### src/rtl/cpu_pkg.sv
// Shared CPU-wide widths and constants used by the fetch front end.
package cpu_pkg;
  localparam int XLEN    = 32;
  localparam int INSTR_W = 32;
  localparam logic [XLEN-1:0]    PC_STEP   = 32'd4;
  localparam logic [INSTR_W-1:0] NOP_INSTR = 32'h0000_0013;

  function automatic logic [XLEN-1:0] align_pc(input logic [XLEN-1:0] pc);
    return {pc[XLEN-1:2], 2'b00};
  endfunction
endpackage

### src/rtl/fetch_unit_chk.sv
// Invariants of the fetch credit scheme: live tags plus dropped responses equal in-flight requests.
module fetch_unit_chk #(
  parameter int CNT_W = 3
) (
  input logic             clk,
  input logic             rst,
  input logic [CNT_W-1:0] outstanding,
  input logic [CNT_W-1:0] drop,
  input logic [CNT_W-1:0] tag_count,
  input logic             tag_full,
  input logic             tag_empty,
  input logic             fifo_full,
  input logic             fifo_push,
  input logic             fifo_pop
);
  a_tag_balance: assert property (@(posedge clk) disable iff (rst)
    ((CNT_W+1)'(tag_count) + (CNT_W+1)'(drop)) == (CNT_W+1)'(outstanding));
  a_no_overflow: assert property (@(posedge clk) disable iff (rst)
    !(fifo_push && fifo_full && !fifo_pop));
  a_credit: assert property (@(posedge clk) disable iff (rst)
    !(fifo_full && (outstanding != CNT_W'(0))));
  a_tag_full_live: assert property (@(posedge clk) disable iff (rst)
    tag_full |-> (drop == CNT_W'(0)));
  a_tag_present: assert property (@(posedge clk) disable iff (rst)
    fifo_push |-> !tag_empty);
endmodule

### src/rtl/sync_fifo.sv
// Synchronous FIFO with flush; count is one bit wider than the pointers.
module sync_fifo #(
  parameter int WIDTH = 32,
  parameter int DEPTH = 4
) (
  input  logic                   clk,
  input  logic                   rst,
  input  logic                   flush,
  input  logic                   push,
  input  logic [WIDTH-1:0]       push_data,
  input  logic                   pop,
  output logic [WIDTH-1:0]       pop_data,
  output logic [$clog2(DEPTH):0] count,
  output logic                   full,
  output logic                   empty
);
  localparam int PTR_W = $clog2(DEPTH);

  logic [WIDTH-1:0] mem_r [DEPTH];
  logic [PTR_W-1:0] wr_ptr_r;
  logic [PTR_W-1:0] rd_ptr_r;
  logic [PTR_W:0]   count_r;
  logic             push_ok_s;
  logic             pop_ok_s;

  assign full     = (count_r == (PTR_W+1)'(DEPTH));
  assign empty    = (count_r == (PTR_W+1)'(0));
  assign count    = count_r;
  assign pop_data = mem_r[rd_ptr_r];

  // A push into a full FIFO is only taken when a pop frees the head slot.
  always_comb begin
    pop_ok_s  = pop && !empty;
    push_ok_s = push && (!full || pop_ok_s);
  end

  // Storage, pointers and occupancy; flush discards every entry.
  always_ff @(posedge clk or posedge rst) begin
    if (rst) begin
      for (int i = 0; i < DEPTH; i++) mem_r[i] <= '0;
      wr_ptr_r <= '0;
      rd_ptr_r <= '0;
      count_r  <= '0;
    end else if (flush) begin
      wr_ptr_r <= '0;
      rd_ptr_r <= '0;
      count_r  <= '0;
    end else begin
      if (push_ok_s) begin
        mem_r[wr_ptr_r] <= push_data;
        wr_ptr_r        <= wr_ptr_r + PTR_W'(1);
      end
      if (pop_ok_s) rd_ptr_r <= rd_ptr_r + PTR_W'(1);
      count_r <= count_r + (PTR_W+1)'(push_ok_s) - (PTR_W+1)'(pop_ok_s);
    end
  end
endmodule

### src/rtl/fetch_unit.sv
// Instruction-fetch front end: owns the PC, issues credit-limited memory reads and
// buffers returned words with their PCs for decode; redirects flush and restart fetch.
module fetch_unit
  import cpu_pkg::*;
#(
  parameter logic [XLEN-1:0] RESET_PC = 32'h0000_0000,
  parameter int              DEPTH    = 4
) (
  input  logic               clk,
  input  logic               rst,
  output logic               imem_req_valid,
  input  logic               imem_req_ready,
  output logic [XLEN-1:0]    imem_addr,
  input  logic               imem_rsp_valid,
  input  logic [INSTR_W-1:0] imem_rsp_data,
  input  logic               redirect_valid,
  input  logic [XLEN-1:0]    redirect_pc,
  output logic               out_valid,
  input  logic               out_ready,
  output logic [INSTR_W-1:0] out_instr,
  output logic [XLEN-1:0]    out_pc
);
  localparam int CNT_W = $clog2(DEPTH) + 1;

  logic [XLEN-1:0]         pc_r;
  logic [CNT_W-1:0]        outstanding_r;
  logic [CNT_W-1:0]        drop_r;
  logic                    rst_q_r;
  logic [CNT_W-1:0]        fifo_count_s;
  logic [CNT_W-1:0]        tag_count_s;
  logic                    fifo_full_s, fifo_empty_s;
  logic                    tag_full_s, tag_empty_s;
  logic [XLEN-1:0]         tag_pc_s;
  logic [XLEN+INSTR_W-1:0] head_s;
  logic                    credit_ok_s, req_fire_s, rsp_keep_s, pop_s;

  // Outstanding requests and buffered entries together may never exceed DEPTH.
  assign credit_ok_s    = ({1'b0, outstanding_r} + {1'b0, fifo_count_s}) < (CNT_W+1)'(DEPTH);
  assign imem_req_valid = !rst_q_r && !redirect_valid && credit_ok_s;
  assign imem_addr      = pc_r;
  assign req_fire_s     = imem_req_valid && imem_req_ready;
  assign rsp_keep_s     = imem_rsp_valid && !redirect_valid && (drop_r == CNT_W'(0));
  assign pop_s          = !fifo_empty_s && out_ready && !redirect_valid;
  assign out_valid      = !fifo_empty_s;
  assign out_pc         = head_s[XLEN+INSTR_W-1:INSTR_W];
  assign out_instr      = head_s[INSTR_W-1:0];

  // PC, credit and drop bookkeeping; a redirect marks every in-flight response as dead.
  always_ff @(posedge clk or posedge rst) begin
    if (rst) begin
      pc_r          <= RESET_PC;
      outstanding_r <= '0;
      drop_r        <= '0;
      rst_q_r       <= 1'b1;
    end else begin
      rst_q_r       <= 1'b0;
      outstanding_r <= outstanding_r + CNT_W'(req_fire_s) - CNT_W'(imem_rsp_valid);
      if (redirect_valid) begin
        pc_r   <= align_pc(redirect_pc);
        drop_r <= outstanding_r - CNT_W'(imem_rsp_valid);
      end else begin
        if (req_fire_s) pc_r <= pc_r + PC_STEP;
        if (imem_rsp_valid && (drop_r != CNT_W'(0))) drop_r <= drop_r - CNT_W'(1);
      end
    end
  end

  sync_fifo #(.WIDTH(XLEN), .DEPTH(DEPTH)) u_tag_fifo (
    .clk       (clk),
    .rst       (rst),
    .flush     (redirect_valid),
    .push      (req_fire_s),
    .push_data (pc_r),
    .pop       (rsp_keep_s),
    .pop_data  (tag_pc_s),
    .count     (tag_count_s),
    .full      (tag_full_s),
    .empty     (tag_empty_s)
  );

  sync_fifo #(.WIDTH(XLEN+INSTR_W), .DEPTH(DEPTH)) u_data_fifo (
    .clk       (clk),
    .rst       (rst),
    .flush     (redirect_valid),
    .push      (rsp_keep_s),
    .push_data ({tag_pc_s, imem_rsp_data}),
    .pop       (pop_s),
    .pop_data  (head_s),
    .count     (fifo_count_s),
    .full      (fifo_full_s),
    .empty     (fifo_empty_s)
  );

  fetch_unit_chk #(.CNT_W(CNT_W)) u_chk (
    .clk         (clk),
    .rst         (rst),
    .outstanding (outstanding_r),
    .drop        (drop_r),
    .tag_count   (tag_count_s),
    .tag_full    (tag_full_s),
    .tag_empty   (tag_empty_s),
    .fifo_full   (fifo_full_s),
    .fifo_push   (rsp_keep_s),
    .fifo_pop    (pop_s)
  );
endmodule
### config.mk
export PLATFORM = sky130hd
export DESIGN_NAME = fetch_unit
export DESIGN_NICKNAME = d
export VERILOG_FILES = /design/src/rtl/cpu_pkg.sv /design/src/rtl/fetch_unit_chk.sv /design/src/rtl/sync_fifo.sv /design/src/rtl/fetch_unit.sv
export SDC_FILE = /design/constraint.sdc
export NUM_CORES = 1
export LEC_CHECK = 0
export ABC_AREA = 1
export BUFFER_PORTS_ARGS = -buffer_cell sky130_fd_sc_hd__buf_2
export CAP_MARGIN = 5
export CORE_MARGIN = 5
export CORE_UTILIZATION = 65
export CTS_CLUSTER_DIAMETER = 150
export CTS_CLUSTER_SIZE = 20
export DETAILED_ROUTE_END_ITERATION = 8
export PLACE_DENSITY = 0.86
export SLEW_MARGIN = 10
export SYNTH_ARGS = -nofsm -noshare
export SYNTH_HDL_FRONTEND = slang
export SYNTH_SLANG_ARGS = --single-unit
### constraint.sdc
create_clock -name clk -period 42.4 [get_ports clk]
set_input_delay 6.36 -clock clk [delete_from_list [all_inputs] [get_ports clk]]
set_output_delay 6.36 -clock clk [all_outputs]
set_load 0.02 [all_outputs]
==> PnR_summary.wiki, run 1 <==
{| class="wikitable"
! Metric !! Value
|-
| Endpoint class of the critical path || primary output
|-
| Portion of total power attributed to sequential cells || 0.444
|-
| Length of the first detailed-routing pass in iterations || 6
|-
| Slowest cell on the critical path || buf_4
|-
| Arrival time of the worst setup path || a little over 7 ns
|-
| Fraction of power spent switching nets || 0.412
|-
| Cell area after synthesis || 0.0210 sq mm
|-
| Total of buffers placed on input and output ports || ~160
|-
| Shortest period the worst path allows || between 10 and 15 ns
|-
| Largest net degree at the start of global routing || about 190
|-
| Reported net switching power || 0.507 mW
|-
| GR Overflow Total || 0
|-
| Remaining DRCs || 0
|-
| Maximum buffer depth of the clock tree || 3
|-
| DR iter-0 viols || between 2000 and 2500
|-
| Vias after detailed routing || about 19000
|-
| P_leak || between 10 and 15 nW
|-
| Die Span X || roughly 190 um
|-
| Post-synthesis cell type count || 36
|-
| Number of max-slew violations in the final report || 0
|-
| Cell-by-cell listing of the critical path || buf_2, buf_4, nor2_1, nand2_1, nor2_4, buf_2
|-
| Internal power contribution || 0.722 mW
|-
| Largest driver fanout on the critical path || 43
|-
| CTS tree || built
|-
| Starting Density || 0.662
|-
| Clock input transition at the sequential cells of the worst setup and hold paths || around 0.080 ns
|-
| Required time of the worst setup path || ~36 ns
|-
| Net count of the finished layout || 2785
|-
| Hold buffers post-CTS || 0
|-
| Share of power burned in the clock network || 0.194
|-
| Hpwl dp || 33600 um
|-
| Weighted congestion at the end of routability-driven global placement || slightly above 0.9
|-
| Most frequently used flop master after synthesis || dfrtp_1
|-
| Source-to-sink clock delay at the later pin of the worst-skew pair || roughly 0.56 ns
|-
| Worst IR drop on VDD || around 0.00004 V
|-
| Vias per Instance || ~6
|-
| Final-layout setup total negative slack || 0 ns
|-
| Clock skew || roughly 0.013 ns
|-
| Category of the worst setup path launch point || input pin
|-
| CTS HTree Levels || 1
|-
| WHS || between 0.4 and 0.5 ns
|-
| Instance count of the mapped netlist || 2699
|-
| Fmax || 73.5 MHz
|-
| Number of synthesized flops with an enable pin || 0
|-
| Power density cells || between 50 and 60 mW/mm^2
|-
| Number of core rows || 65
|-
| Avg WL per Cell || around 19 um
|-
| Root buffer cell || clkbuf_16
|-
| Setup repair after global routing missed its margin || false
|-
| Combinational Power Share || 0.363
|-
| TritonCTS Buffers || 24
|-
| Share of synthesized flip-flops with an asynchronous set or reset || 1.00
|-
| Final hold vios || 0
|-
| Global-route usage over all layers || 0.311
|-
| Share of post-route cells with drive strength above 1 || 0.0893
|-
| Number of nets with antenna violations after routing || 0
|-
| Setup crit start || redirect_valid
|-
| Wire length of the first global-routing pass || 93000 um
|-
| Total detailed-routing wirelength || between 50000 and 60000 um
|-
| Sink count of the clock tree || 419
|-
| Least-Margin Pin Slew || roughly 1.2 ns
|-
| Number of storage elements in the synthesis netlist || 419
|-
| Average cell area after synthesis || slightly below 8 sq um
|-
| Post-CTS Repair Setup Buffers || 0
|-
| Max-slew headroom at the worst pin || 0.185
|-
| Max-capacitance violation count || 0
|-
| Outcome || complete, no violations
|-
| Worst hold-check path type || reg2reg
|-
| Via count of the first global-routing pass || 18510
|-
| Initial antenna violation count || 0
|-
| Diodes inserted || 0
|-
| Synth warnings || 0
|-
| Post-cts gate resize count || 0
|-
| HP Start || u_tag_fifo.mem_r[62]$_DFFE_PP0P_
|-
| Area of the core region || 0.0317 sq mm
|-
| Sequential-to-total area share from yosys stat || 0.500
|-
| Final period utilization || 0.321
|-
| IO Count || between 150 and 200
|-
| Largest stage delay on the critical path || 0.26 ns
|-
| Startpoint of the most critical register-to-register path || outstanding_r[1]$_DFF_PP0_
|-
| Most used cell along the critical path || buf_2
|-
| Final number of setup-violating endpoints || 0
|-
| DIE AREA || ~0.036 sq mm
|-
| Layout overhead on the synthesized area || 4.99%
|-
| Vert. Die Dim || 190 um
|-
| Crit Path Class || in2out
|}
==> path summary, 6_finish.rpt <==
kind                                                      end  slack (ns)  depth (start not counted)
setup / recovery                               imem_req_valid       28.80                          6
hold / removal               u_tag_fifo.mem_r[62]$_DFFE_PP0P_        0.47                          2
setup reg to reg                u_tag_fifo.count[2]$_DFF_PP0_       38.19                         15
hold reg to reg              u_tag_fifo.mem_r[62]$_DFFE_PP0P_        0.47                          2
max in group asynchronous  u_data_fifo.mem_r[226]$_DFFE_PP0P_       33.79                          4
min in group asynchronous      u_data_fifo.count[1]$_DFF_PP0_        6.07                          2
==> kinds of logic (layout without fill, tap and decap cells) <==
logic type / after synthesis / in the layout / synth area share
compound gates: 544 / 544 / 0.136
xor+xnor: 17 / 17 / 0.00709
fa+ha+maj: 24 / 24 / 0.0154
buf+inv: 311 / 308 / 0.0724
flops: 419 / 419 / 0.500
other cells: 1 / 5 / 0.000179
simple gates: 1383 / 1383 / 0.269
==> per-stage QoR <==
stage / power, mW / area (sq um) / instances / setup WS [ns] / utilization
6_report: 1.23 / 22000 / 3102 / 28.80 / 0.695
5_1_grt: 1.30 / 22000 / 3102 / 28.69 / 0.695
4_1_cts: 1.22 / 22000 / 3102 / 28.77 / 0.695
3_5_place_dp: 0.990 / 21400 / 3067 / 28.78 / 0.674
3_3_place_gp: 0.970 / 21400 / 3067 / 28.80 / 0.674
2_1_floorplan: 0.849 / 21000 / 2703 / 24.38 / -
==> final cells by class <==
| type | instances | area, sq um |
|---|---|---|
| Clock buffer | 35 | 663 |
| Fill cell | 2562 | 9680 |
| Inverter | 81 | 315 |
| Multi-Input combinational cell | 1973 | 9010 |
| Sequential cell | 419 | 10500 |
| Tap cell | 402 | 503 |
| Timing Repair Buffer | 192 | 1050 |
==> state kept, by name (all words and copies together), names as in the netlist <==
register and cells:
u_data_fifo.mem_r 248, imem_addr 30, u_data_fifo.rd_ptr_r 2, u_tag_fifo.mem_r 120, u_tag_fifo.count 3, outstanding_r 3
u_tag_fifo.rd_ptr_r 2, u_tag_fifo.wr_ptr_r 2, drop_r 3, rst_q_r 1, u_data_fifo.wr_ptr_r 2, u_data_fifo.count 3
==> synthesized netlist by cell type (2+ instances only) <==
cell type / number / area, sq um
o21ai_1: 123 / 616
inv_1: 71 / 267
clkinv_1: 5 / 18.8
xnor2_1: 9 / 78.8
nand2_2: 2 / 12.5
buf_2: 64 / 320
clkinv_2: 2 / 10.0
nand4_1: 121 / 757
buf_6: 25 / 282
buf_1: 8 / 30.0
nand3_1: 69 / 345
ha_1: 21 / 263
o211ai_1: 2 / 15.0
xor2_1: 8 / 70.1
o21ai_0: 320 / 1600
nand2_1: 930 / 3490
a21oi_1: 2 / 10.0
o22ai_1: 92 / 576
inv_2: 3 / 11.3
o21bai_1: 4 / 30.0
dfrtp_1: 418 / 10500
clkbuf_1: 113 / 424
nor3_1: 2 / 10.0
fa_1: 3 / 60.1
buf_4: 19 / 143
nor2_4: 6 / 67.6
nor2_1: 248 / 931
==> cell usage in the layout, fill, tap and decap left out, types with 3 or more instances in the layout <==
cell,netlist,routed
buf_4,19,30
xor2_1,8,8
nor2_1,248,248
nand4_1,121,121
conb_1,1,5
nand3_1,69,69
nor2_4,6,6
o21ai_0,320,320
xnor2_1,9,9
o22ai_1,92,92
fa_1,3,3
dfrtp_1,418,416
clkbuf_16,0,25
inv_2,3,5
ha_1,21,21
clkbuf_1,113,10
clkinv_2,2,3
inv_1,71,70
o21ai_1,123,123
nand2_1,930,929
o21bai_1,4,4
buf_2,64,161
==> worst max-delay path, delay by kind of cell <==
family	cells	cell delay, ns
simple gates	3	0.36
buf+inv	3	0.53
==> power groups by stage <==
stage / logic [mW] / registers [mW] / clock network (mW)
floorplan: 0.322 / 0.526 / 0
global placement: 0.426 / 0.545 / 0
detailed placement: 0.440 / 0.550 / 0
CTS: 0.442 / 0.542 / 0.240
global route: 0.488 / 0.553 / 0.255
finish: 0.446 / 0.545 / 0.238
==> per-layer routing <==
layer	vias up	global-route usage	share of wire
met4	0	0.132	0.040
met5	-	0	0
met2	952	0.527	0.49
li1	8813	-	-
met3	127	0.0382	0.086
met1	9106	0.410	0.39
Power figures use the tool's default switching activity.
==> inputs of run 2 (changes only) <==
- CORE_UTILIZATION: 65 -> 61
- PLACE_DENSITY: 0.86 -> 0.81
- clock period: 42.4 -> 14.1 ns (I/O delays scaled with it)
==> PnR_summary.wiki, run 2 (synthesis gave the netlist of run 1 again) <==
{| class="wikitable"
! Metric !! Value
|-
| Outcome || complete, no violations
|-
| Net count of the finished layout || 2785 (unchanged)
|-
| Share of power burned in the clock network || 0.192 (-0.002)
|-
| Portion of total power attributed to sequential cells || 0.445 (about the same)
|-
| Weighted congestion at the end of routability-driven global placement || 0.895 (-1.2%)
|-
| CTS HTree Levels || 1 (unchanged)
|-
| Vias after detailed routing || 18842 (-0.82%)
|-
| Fmax || ~170 MHz
|-
| Diodes inserted || 0 (unchanged)
|-
| Starting Density || 0.612 (-0.0496)
|-
| Category of the worst setup path launch point || input pin
|-
| Register ranked first by flip-flop count || u_data_fifo.mem_r
|-
| Least-Margin Pin Slew || 1.15 ns (-0.0758 ns)
|-
| Via count of the first global-routing pass || 18044 (-2.5%)
|-
| GR Overflow Total || 0 (unchanged)
|-
| Wire length of the first global-routing pass || 94200 um (+1.3%)
|-
| Final setup margin || 8.34 ns (-20.45 ns)
|-
| P_leak || 11.8 nW (about the same)
|-
| Power density cells || 167 mW/mm^2 (+200%)
|-
| Remaining DRCs || 0 (unchanged)
|-
| Post-cts gate resize count || 0 (unchanged)
|-
| Sink count of the clock tree || 419 (unchanged)
|-
| Final period utilization || 0.408
|-
| Hpwl dp || 33800 um (+0.49%)
|-
| Number of max-slew violations in the final report || 0 (unchanged)
|-
| Source-to-sink clock delay at the later pin of the worst-skew pair || 0.57 ns (about the same)
|-
| Layout overhead on the synthesized area || 5.19%
|-
| Number of core rows || 68 (+4.6%)
|-
| Highest-count cells in the layout ignoring fill and taps || 929 x nand2_1, 416 x dfrtp_1, 320 x o21ai_0
|-
| Final number of setup-violating endpoints || 0 (unchanged)
|-
| Endpoint class of the critical path || register
|-
| Clock input transition at the sequential cells of the worst setup and hold paths || 0.09 ns (about the same)
|-
| DP Worst Slack || 7.85 ns (-20.93 ns)
|-
| Largest net degree at the start of global routing || 115 (-40%)
|-
| Avg WL per Cell || 18.4 um (-0.63%)
|-
| Number of nets with antenna violations after routing || 0 (unchanged)
|-
| Fraction of power spent switching nets || 0.413 (+0.000496)
|-
| Maximum buffer depth of the clock tree || 3 (unchanged)
|-
| WHS || 0.470 ns (-0.000975 ns)
|-
| Vias per Instance || 5.97 (-2.5%)
|-
| Max-capacitance violation count || 0 (unchanged)
|-
| Area of the core region || 0.0343 sq mm (+8.1%)
|-
| Combinational Power Share || 0.363 (about the same)
|-
| Max-slew headroom at the worst pin || 0.235 (+0.0505)
|-
| Total of buffers placed on input and output ports || 161 (unchanged)
|-
| IO Count || 168 (unchanged)
|-
| DIE AREA || 0.0382 sq mm (+6.2%)
|-
| Hold buffers post-CTS || 0 (unchanged)
|-
| Setup repair after global routing missed its margin || false
|-
| Share of post-route cells with drive strength above 1 || 0.0893 (about the same)
|-
| Total detailed-routing wirelength || 58200 um (+1.0%)
|-
| Global-route usage over all layers || 0.296 (-0.0151)
|-
| Arrival time of the worst setup path || 6.25 ns (-0.99 ns)
|-
| Clock skew || 0.0211 ns (+0.00840 ns)
|-
| Largest driver fanout on the critical path || 105 (+140%)
|-
| Leading cell type in the layout, fill and taps excluded || nand2_1
|-
| Worst IR drop on VDD || 0.000114 V (+190%)
|-
| Length of the first detailed-routing pass in iterations || 6 (unchanged)
|-
| Worst hold-check path type || reg2reg
|-
| Required time of the worst setup path || 14.59 ns (-21.45 ns)
|-
| Vert. Die Dim || 195 um (+3.1%)
|-
| Initial antenna violation count || 0 (unchanged)
|-
| Final core utilization || 0.644 (-0.0509)
|-
| Root buffer cell || clkbuf_16
|-
| Internal power contribution || 2.16 mW (+200%)
|-
| Final-layout setup total negative slack || 0 ns (unchanged)
|-
| Crit Path Class || in2reg
|-
| Reported net switching power || 1.52 mW (+200%)
|-
| DR iter-0 viols || 2127 (-9.6%)
|-
| Post-CTS Repair Setup Buffers || 0 (unchanged)
|-
| Filler Cells Inserted || 2927 (+14%)
|-
| TritonCTS Buffers || 24 (unchanged)
|-
| CTS tree || built
|-
| Final hold vios || 0 (unchanged)
|-
| Shortest period the worst path allows || about 5.8 ns
|-
| Max FFs per register || 248 (unchanged)
|-
| Die Span X || 195 um (+3.1%)
|}
## run 2: changes by cell type in the layout (fill, tap and decap cells not counted), sizes merged
cell,change
clkinv,+1
clkbuf,-2
## run 2: stage by stage
stage               total power, mW  cells  instance area (sq um)
finish                         3.68   3154                  22100
CTS                            3.68   3154                  22100
detailed placement             2.98   3120                  21400
global route                   3.89   3154                  22100
floorplan                      2.55   2703                  21000
global placement               2.93   3120                  21400
## run 2: layout make-up
class	instances	area, sq um	area share
clock buffer	33	634	0.0287
inverter	81	315	0.0143
multi-input combinational	1973	9010	0.408
sequential	419	10500	0.475
timing repair buffer	192	1040	0.0470
tap	455	569	0.0258
clock inverter	1	16.3	0.000737
## run 2: worst paths after layout
check | depth (start not counted) | start | endpoint | slack (ns)
max | 9 | redirect_valid | u_data_fifo.wr_ptr_r[1]$_DFFE_PP0P_ | 8.34
min | 2 | u_tag_fifo.mem_r[47]$_DFFE_PP0P_ | u_tag_fifo.mem_r[47]$_DFFE_PP0P_ | 0.47
max reg2reg | 14 | drop_r[1]$_DFFE_PP0P_ | u_tag_fifo.count[2]$_DFF_PP0_ | 10.52
min reg2reg | 2 | u_tag_fifo.mem_r[47]$_DFFE_PP0P_ | u_tag_fifo.mem_r[47]$_DFFE_PP0P_ | 0.47
max in group asynchronous | 4 | rst | u_data_fifo.mem_r[111]$_DFFE_PP0P_ | 9.73
min in group asynchronous | 2 | rst | u_data_fifo.count[2]$_DFF_PP0_ | 1.68
## run 2: critical path, cell delays in order
cell and delay, ns:
buf_2 0.59, clkinv_2 0.59, nand2_1 0.21, nor2_2 0.07, nand2_4 0.49, buf_4 0.87
buf_4 0.85, nand2_1 0.16, o21ai_1 0.16
## run 2: per-layer routing
layer / track usage / up-vias / wire length (um)
li1: - / 8802 / -
met1: 0.409 / 9024 / 23400
met2: 0.494 / 894 / 27900
met3: 0.0321 / 122 / 4960
met4: 0.0983 / 0 / 1930
met5: 0 / - / 0
## run 2: power by group through the flow
stage	Combinational [mW]	Clock, mW	Sequential, mW
3_3_place_gp	1.29	0	1.64
3_5_place_dp	1.33	0	1.65
4_1_cts	1.33	0.716	1.63
6_report	1.33	0.708	1.63
2_1_floorplan	0.969	0	1.58
5_1_grt	1.47	0.762	1.66
==> inputs of run 3 (changes only) <==
- CORE_UTILIZATION: 61 -> 55
- PLACE_DENSITY: 0.81 -> 0.77
- clock period: 14.1 -> 4.68 ns (I/O delays scaled with it)
==> PnR_summary.wiki, run 3 (synthesis gave the netlist of run 1 again) <==
{| class="wikitable"
! Metric !! Value
|-
| DIE AREA || 0.0422 sq mm (+10%)
|-
| Endpoint class of the critical path || primary output
|-
| Hpwl dp || 34700 um (+2.7%)
|-
| Setup slack of the most critical reg-to-reg path || 1.61 ns (-8.91 ns)
|-
| Power density cells || 501 mW/mm^2 (+200%)
|-
| Final core utilization || 0.590 (-0.0537)
|-
| Critical register-to-register path endpoint || u_data_fifo.mem_r[191]$_DFFE_PP0P_
|-
| Number of max-slew violations in the final report || 0 (unchanged)
|-
| Number of placed instances with taps included || 3183 (+2.0%)
|-
| Last element of the critical path || out_pc[4]
|-
| Root buffer cell || clkbuf_16
|-
| Category of the worst setup path launch point || register
|-
| Total detailed-routing wirelength || 59200 um (+1.9%)
|-
| Worst IR drop on VDD || 0.000308 V (+170%)
|-
| Vert. Die Dim || 205 um (+5.0%)
|-
| Final number of setup-violating endpoints || 0 (unchanged)
|-
| Die Span X || 205 um (+5.0%)
|-
| CTS HTree Levels || 1 (unchanged)
|-
| Hold buffers post-CTS || 0 (unchanged)
|-
| Crit Path Class || reg2out
|-
| Final hold vios || 0 (unchanged)
|-
| Number of core rows || 71 (+4.4%)
|-
| Sink count of the clock tree || 419 (unchanged)
|-
| Worst hold-check path type || in2async
|-
| P_leak || 11.8 nW (+0.38%)
|-
| FF+latch area || 0.0105 sq mm (unchanged)
|-
| Non-Filler Instances || 3210 (+1.8%)
|-
| Register ranked first by flip-flop count || u_data_fifo.mem_r
|-
| DR iter-0 viols || 1899 (-11%)
|-
| GR Overflow Total || 0 (unchanged)
|-
| Wire length of the first global-routing pass || 96100 um (+2.0%)
|-
| Net count of the finished layout || 2792 (+0.25%)
|-
| Outcome || complete, no violations
|-
| TritonCTS Buffers || 24 (unchanged)
|-
| Largest driver fanout on the critical path || 69 (-34%)
|-
| Final period utilization || 0.771
|-
| Overall power after layout || 11.1 mW (+200%)
|-
| IO Count || 168 (unchanged)
|-
| Post-CTS Repair Setup Buffers || 0 (unchanged)
|-
| Arrival time of the worst setup path || 2.91 ns (-3.34 ns)
|-
| Largest net degree at the start of global routing || 179 (+56%)
|-
| Number of nets with antenna violations after routing || 0 (unchanged)
|-
| Least-Margin Pin Slew || 1.31 ns (+0.158 ns)
|-
| Setup crit start || u_data_fifo.rd_ptr_r[0]$_DFFE_PP0P_
|-
| Avg WL per Cell || 18.5 um (about the same)
|-
| Leading cell type in the layout, fill and taps excluded || nand2_1
|-
| Fmax || 277 MHz
|-
| Via count of the first global-routing pass || 18325 (+1.6%)
|-
| Filler Cells Inserted || 3439 (+17%)
|-
| Initial antenna violation count || 1 (+1)
|-
| Vias after detailed routing || 18866 (+0.13%)
|-
| Total of buffers placed on input and output ports || 161 (unchanged)
|-
| CTS tree || built
|-
| Source-to-sink clock delay at the later pin of the worst-skew pair || 0.56 ns (about the same)
|-
| FF-to-FF path depth || 7 (-7)
|-
| Area of the core region || 0.0377 sq mm (+9.9%)
|-
| Maximum buffer depth of the clock tree || 3 (unchanged)
|-
| Max FFs per register || 248 (unchanged)
|-
| Layout overhead on the synthesized area || 5.91%
|-
| Post-cts gate resize count || 0 (unchanged)
|-
| Vias per Instance || 5.88 (-1.6%)
|-
| Area taken by multi-input logic gates || 0.00901 sq mm (unchanged)
|-
| Starting Density || 0.557 (-0.0549)
|-
| Global-route usage over all layers || 0.278 (-0.0184)
|-
| Clock input transition at the sequential cells of the worst setup and hold paths || 0.09 ns (about the same)
|-
| Diodes inserted || 0 (unchanged)
|-
| Startpoint of the most critical register-to-register path || u_tag_fifo.rd_ptr_r[0]$_DFFE_PP0P_
|-
| Highest-count cells in the layout ignoring fill and taps || 929 x nand2_1, 416 x dfrtp_1, 320 x o21ai_0
|-
| Remaining DRCs || 0 (unchanged)
|-
| Max-capacitance violation count || 0 (unchanged)
|-
| Setup repair after global routing missed its margin || false
|-
| Max-slew headroom at the worst pin || 0.130 (-0.105)
|-
| Required time of the worst setup path || 3.98 ns (-10.61 ns)
|-
| Clock skew || 0.0126 ns (-0.00850 ns)
|-
| Weighted congestion at the end of routability-driven global placement || 0.881 (-1.6%)
|-
| Share of post-route cells with drive strength above 1 || 0.0919 (+0.00259)
|-
| Shortest period the worst path allows || 3.61 ns
|-
| Length of the first detailed-routing pass in iterations || 5 (-1)
|}
## run 3: cell type report
type / instances / share of cell area
clock buffers: 27 / 0.0285
inverters: 81 / 0.0140
multi-input cells: 1973 / 0.405
flip-flops and latches: 419 / 0.472
well taps: 511 / 0.0288
repair buffers: 199 / 0.0513
## run 3: power by group
part	internal, mW	total [mW]	switching [mW]	leakage [nW]
registers	4.35	4.97	0.613	5.59
clock network	0.954	2.12	1.17	0.310
logic	1.22	4.05	2.83	5.90
## run 3: routing by layer
metal	vias to the layer above	routed length, um	GRT usage
met5	-	20	0
met4	2	1500	0.0794
met3	96	4730	0.0328
met2	811	28700	0.470
met1	9137	24300	0.381
li1	8820	-	-
## run 3: worst min-delay path by stage
stage / slack (ns) / cells past startpoint / endpoint
floorplan: 0.44 / 2 / u_tag_fifo.mem_r[34]$_DFFE_PP0P_
global placement: 0.45 / 2 / u_tag_fifo.mem_r[54]$_DFFE_PP0P_
detailed placement: 0.45 / 2 / u_tag_fifo.mem_r[40]$_DFFE_PP0P_
CTS: 0.26 / 2 / u_data_fifo.mem_r[252]$_DFFE_PP0P_
global route: 0.29 / 2 / u_data_fifo.mem_r[252]$_DFFE_PP0P_
finish: 0.25 / 2 / u_data_fifo.mem_r[252]$_DFFE_PP0P_
## run 3: worst max-delay path: stages (launching register included)
cell and delay (ns):
dfrtp_4 0.96, buf_4 0.65, o21ai_0 0.19, o22ai_1 0.29, buf_2 0.23
## run 3: per-stage QoR
step	hold WS, ns	cell area, sq um	TNS, ns	setup slack, ns
6_report	0.248	22200	0	1.07
5_1_grt	0.290	22200	0	0.968
4_1_cts	0.257	22200	0	1.10
3_5_place_dp	0.453	21600	0	1.20
3_3_place_gp	0.448	21600	0	1.29
2_1_floorplan	0.437	21000	-699.30	-1.67
